File: src/rtl/prefetch_buffer.sv
// Fully associative, age-ordered prefetch candidate buffer. It accepts ISB prefetches, issues them
// to memory oldest-first, captures out-of-order responses and serves demand lookups.
module prefetch_buffer #(
    parameter int unsigned DEPTH = 4,
    parameter int unsigned AW    = 16,
    parameter int unsigned DW    = 16
) (
    input  logic                   clk,
    input  logic                   rst_n,
    input  logic                   pf_v,
    input  logic [AW-1:0]          pf_addr,
    output logic                   pf_drop,
    output logic                   mem_req_v,
    output logic [AW-1:0]          mem_req_addr,
    input  logic                   mem_req_rdy,
    input  logic                   mem_resp_v,
    input  logic [AW-1:0]          mem_resp_addr,
    input  logic [DW-1:0]          mem_resp_data,
    input  logic                   dem_v,
    input  logic [AW-1:0]          dem_addr,
    output logic                   dem_hit,
    output logic [DW-1:0]          dem_data,
    output logic                   dem_pending,
    output logic [$clog2(DEPTH):0] occupancy
);
    localparam int unsigned IW = $clog2(DEPTH);
    localparam logic [IW-1:0] AgeMax = IW'(DEPTH - 1);

    typedef enum logic [1:0] {StIdle, StQueued, StInflight, StReady} ent_st_e;

    ent_st_e       st_q   [DEPTH];
    ent_st_e       st_d   [DEPTH];
    logic [AW-1:0] addr_q [DEPTH];
    logic [AW-1:0] addr_d [DEPTH];
    logic [DW-1:0] data_q [DEPTH];
    logic [DW-1:0] data_d [DEPTH];
    logic [IW-1:0] age_q  [DEPTH];
    logic [IW-1:0] age_d  [DEPTH];

    logic          dup;
    logic          idle_found, rdy_found, que_found;
    logic [IW-1:0] idle_idx, rdy_idx, que_idx;
    logic [IW-1:0] rdy_age, que_age;
    logic          alloc_v, issue_slot, issue_v;
    logic [IW-1:0] alloc_idx;

    logic          pf_drop_d, mem_req_v_d, dem_hit_d, dem_pending_d;
    logic [AW-1:0] mem_req_addr_d;
    logic [DW-1:0] dem_data_d;
    logic [IW:0]   occupancy_d;

    // Candidate search over pre-update state; strict '>' keeps ties on the lowest index.
    always_comb begin
        dup        = 1'b0;
        idle_found = 1'b0;
        idle_idx   = '0;
        rdy_found  = 1'b0;
        rdy_idx    = '0;
        rdy_age    = '0;
        que_found  = 1'b0;
        que_idx    = '0;
        que_age    = '0;
        for (int i = 0; i < int'(DEPTH); i++) begin
            if (st_q[i] != StIdle && addr_q[i] == pf_addr) dup = 1'b1;
            if (st_q[i] == StIdle && !idle_found) begin
                idle_found = 1'b1;
                idle_idx   = IW'(i);
            end
            if (st_q[i] == StReady && (!rdy_found || age_q[i] > rdy_age)) begin
                rdy_found = 1'b1;
                rdy_idx   = IW'(i);
                rdy_age   = age_q[i];
            end
            if (st_q[i] == StQueued && (!que_found || age_q[i] > que_age)) begin
                que_found = 1'b1;
                que_idx   = IW'(i);
                que_age   = age_q[i];
            end
        end
    end

    always_comb begin
        alloc_v        = pf_v && !dup && (idle_found || rdy_found);
        alloc_idx      = idle_found ? idle_idx : rdy_idx;
        pf_drop_d      = pf_v && !alloc_v;
        issue_slot     = !mem_req_v || mem_req_rdy;
        issue_v        = issue_slot && que_found;
        mem_req_v_d    = issue_slot ? que_found : mem_req_v;
        mem_req_addr_d = issue_v ? addr_q[que_idx] : mem_req_addr;
        dem_hit_d      = 1'b0;
        dem_pending_d  = 1'b0;
        dem_data_d     = '0;
        occupancy_d    = '0;
        for (int i = 0; i < int'(DEPTH); i++) begin
            st_d[i]   = st_q[i];
            addr_d[i] = addr_q[i];
            data_d[i] = data_q[i];
            age_d[i]  = age_q[i];
            if (alloc_v && st_q[i] != StIdle && alloc_idx != IW'(i) && age_q[i] != AgeMax) begin
                age_d[i] = age_q[i] + IW'(1);
            end
            if (mem_resp_v && st_q[i] == StInflight && addr_q[i] == mem_resp_addr) begin
                st_d[i]   = StReady;
                data_d[i] = mem_resp_data;
            end
            if (dem_v && st_q[i] != StIdle && addr_q[i] == dem_addr) begin
                case (st_q[i])
                    StReady: begin
                        dem_hit_d  = 1'b1;
                        dem_data_d = data_q[i];
                        st_d[i]    = StIdle;
                    end
                    StInflight: dem_pending_d = 1'b1;
                    StQueued: begin
                        if (!(issue_v && que_idx == IW'(i))) st_d[i] = StIdle;
                    end
                    default: ;
                endcase
            end
            if (issue_v && que_idx == IW'(i)) st_d[i] = StInflight;
            // Allocation wins the slot even if a demand frees the same READY entry.
            if (alloc_v && alloc_idx == IW'(i)) begin
                st_d[i]   = StQueued;
                addr_d[i] = pf_addr;
                age_d[i]  = '0;
            end
            if (st_d[i] != StIdle) occupancy_d = occupancy_d + (IW + 1)'(1);
        end
    end

    always_ff @(posedge clk or negedge rst_n) begin
        if (!rst_n) begin
            for (int i = 0; i < int'(DEPTH); i++) begin
                st_q[i]   <= StIdle;
                addr_q[i] <= '0;
                data_q[i] <= '0;
                age_q[i]  <= '0;
            end
            pf_drop      <= 1'b0;
            mem_req_v    <= 1'b0;
            mem_req_addr <= '0;
            dem_hit      <= 1'b0;
            dem_data     <= '0;
            dem_pending  <= 1'b0;
            occupancy    <= '0;
        end else begin
            st_q         <= st_d;
            addr_q       <= addr_d;
            data_q       <= data_d;
            age_q        <= age_d;
            pf_drop      <= pf_drop_d;
            mem_req_v    <= mem_req_v_d;
            mem_req_addr <= mem_req_addr_d;
            dem_hit      <= dem_hit_d;
            dem_data     <= dem_data_d;
            dem_pending  <= dem_pending_d;
            occupancy    <= occupancy_d;
        end
    end

endmodule

File: config.mk
export PLATFORM = sky130hd
export DESIGN_NAME = prefetch_buffer
export DESIGN_NICKNAME = d
export VERILOG_FILES = /design/src/rtl/prefetch_buffer.sv
export SDC_FILE = /design/constraint.sdc
export NUM_CORES = 1
export LEC_CHECK = 0
export CAP_MARGIN = 20
export CORE_MARGIN = 1
export CORE_UTILIZATION = 40
export CTS_BUF_LIST = sky130_fd_sc_hd__clkbuf_8
export DETAILED_ROUTE_END_ITERATION = 8
export GPL_TIMING_DRIVEN = 0
export PLACE_DENSITY = 0.71
export SLEW_MARGIN = 5
export SYNTH_ARGS = -nofsm -noshare
export SYNTH_HDL_FRONTEND = slang
export SYNTH_SLANG_ARGS = --single-unit
export TNS_END_PERCENT = 20
File: constraint.sdc
create_clock -name clk -period 13.8 [get_ports clk]
set_input_delay 2.07 -clock clk [delete_from_list [all_inputs] [get_ports clk]]
set_output_delay 2.07 -clock clk [all_outputs]
set_load 0.02 [all_outputs]
==> flow_summary.json <==
{
  "grt-ovfl-total": 0,
  "worst_setup_path_end_kind": "flip-flop",
  "place_inst": 1410,
  "synthMuxAreaShare": 0.1885,
  "place.gp.congestion": 0.9974,
  "synth_cells": 986,
  "antenna_found_initial": 1,
  "max_slew_margin": 0.3012,
  "cts_tree": "done",
  "die_w_um": 166.4,
  "n_antenna_cell": 0,
  "synthAdderAreaFrac": 0.02199,
  "drv_cap": 0,
  "coreArea_sq_um": 26280,
  "layout.nets": 1183,
  "avgSynthCellArea_sq_um": 10.97,
  "htreeDepth": 4,
  "yosysWarnings": 0,
  "instances_no_fill": 1442,
  "initial_core_util": 0.4114,
  "outcome": "finished with violations",
  "crit_slowest_cell": "a21oi_1",
  "final-max-slew-violation-count": 0,
  "post-cts-setup-buffer-count": 0,
  "drc": 4,
  "drive_above_1_share": 0.2096,
  "io_pins": 109,
  "place_ws_ps": 5624,
  "synth_top_flop_cell": "dfrtp_1",
  "synth_compound_area_frac": 0.06029,
  "crit_family": "compound AO/OA/AOI/OAI gates",
  "finalHoldViolations": 0,
  "cp_data_arrival_time_ps": 8720,
  "fin_skew_ps": 24.38,
  "yosys.area_share.simple": 0.1157,
  "ant_nets": 0,
  "ys_seq_elements": 183,
  "startpoint_type": "flip-flop",
  "hold_path.class": "flip-flop to flip-flop",
  "syn-cell-area_sq_um": 10810,
  "finalWirelength_um": 32270,
  "p_total_mw": 2.811,
  "hold_buffers": 0,
  "path_class": "flip-flop to flip-flop",
  "die-area_sq_um": 27690,
  "power.density_nw_per_um2": 223.6,
  "numCtsBuffers": 17,
  "final_common_cell": "dfrtp_1",
  "critPathRequiredTime_ps": 14160,
  "synth_xor_area_frac": 0.1620,
  "root_buffer": "clkbuf_8",
  "async_reset_ff_frac": 1.000,
  "clkLatencyLatePin_ps": 480,
  "clk_path_buf_depth": 2,
  "grt_pass1_vias": 8094,
  "grt_pass1_wl_um": 49670,
  "grt_usage": 0.2388,
  "die_h_um": 166.4,
  "grt_max_degree": 117,
  "p_leak_nw": 5.370,
  "drtIter0Drc": 623,
  "viasPerCell": 5.571,
  "port_buffers": 87,
  "synth_top_family_by_area": "multiplexers",
  "cpMostUsedCell": "ha_1",
  "rsz0062_at_grt": "false",
  "worst_slack_ps": 5447,
  "post_cts_resized": 0,
  "min_period_ps": 8353,
  "cts_num_sinks": 183,
  "most-common-layout-cells": "dfrtp_1 (183), mux2_2 (141), xnor2_1 (110)",
  "first_pass_iters": 7,
  "worst-path-buf-inv": 3,
  "vias": 8033,
  "setup_viol": 0,
  "synth_edf_count": 0,
  "critPathMaxStageDelay_ps": 870,
  "clk_pin_slew_ps": 110,
  "fp-row-count": 59,
  "tightest_slew_ps": 1048,
  "peakVddDrop_mv": 0.07597,
  "fin_crit_sh": 0.6053,
  "failed_checks": "DRC",
  "max_freq_mhz": 119.7,
  "synth_fp_nets": 1075,
  "place_hpwl_um": 24580,
  "area_delta_synth_final_pct": 16.28,
  "cp_max_fo": 10,
  "tns_ps": 0,
  "ys_seq_area_frac": 0.4235,
  "finish.utilization": 0.4784,
  "ys_types": 55,
  "post_drt_wl_per_cell_um": 22.38
}
-- layer usage --
| metal | GRT usage | wire (um) |
|---|---|---|
| met4 | 0.08494 | 793 |
| met3 | 0.03897 | 1790 |
| met5 | 0 | 13 |
| met1 | 0.3377 | 14800 |
| met2 | 0.3690 | 14870 |
-- registers in the layout, summed over array words and instances, names as in the netlist --
name,flops
dem_data,16
occupancy,3
dem_pending,1
dem_hit,1
st_q,8
addr_q,64
data_q,64
mem_req_v,1
age_q,8
mem_req_addr,16
pf_drop,1
-- Yosys cell counts, types with 10 or more instances --
master,instances,area (sq um)
o21ai_0,23,115.1
nor3_1,13,65.06
xnor2_1,110,963.4
buf_2,29,145.1
mux2i_1,36,360.4
clkbuf_1,20,75.07
a21oi_1,32,160.2
xor2_1,90,788.3
ha_1,19,237.7
nand4_1,25,156.4
nand2_1,38,142.6
dfrtp_1,183,4579
nor4_1,21,131.4
mux2_2,141,1588
nor2_1,75,281.5
inv_1,11,41.29
a221oi_2,10,150.1
nand3_1,18,90.09
-- power breakdown --
group | leakage (nW) | internal, mW | switching [mW] | total (mW)
Combinational | 2.82 | 0.665 | 0.806 | 1.47
Sequential | 2.34 | 0.696 | 0.264 | 0.959
Clock | 0.211 | 0.142 | 0.239 | 0.381
-- final timing paths --
check | from | endpoint | slack [ps] | cells after the start
max in group asynchronous | rst_n | age_q[6] | 11300 | 2
worst max-delay path | st_q[6] | occupancy[1] | 5450 | 26
worst min register to register | data_q[6] | data_q[6] | 510 | 1
min in group asynchronous | rst_n | mem_req_addr[2] | 1520 | 1
worst min-delay path | data_q[6] | data_q[6] | 510 | 1
worst max register to register | st_q[6] | occupancy[1] | 5450 | 26
-- layout make-up --
class / instances / area (sq um)
Fill cell: 2402 / 13710
Multi-Input combinational cell: 737 / 5931
Sequential cell: 183 / 4579
Timing Repair Buffer: 89 / 910.9
Tap cell: 335 / 419.2
Buffer: 55 / 261.5
Clock buffer: 17 / 234.0
Clock inverter: 15 / 196.4
Inverter: 11 / 41.29
-- stage by stage --
step                      hold WS, ps  area [sq um]
after floorplan                 475.0         10810
after global placement          482.7         12100
after detailed placement        490.4         12140
after CTS                       516.4         12570
after global routing            527.7         12570
final                           514.8         12570
-- kinds of logic (layout without fill, tap and decap cells) --
family / count (synthesis) / count (layout)
xor gates and xnor gates: 200 / 200
DFF: 183 / 183
adders and majority gates: 19 / 19
AOI/OAI and AO/OA: 93 / 93
and+or+nand+nor: 240 / 240
buffers and inverters: 66 / 187
muxes: 185 / 185
No activity file was read; power rests on OpenSTA's default activity.
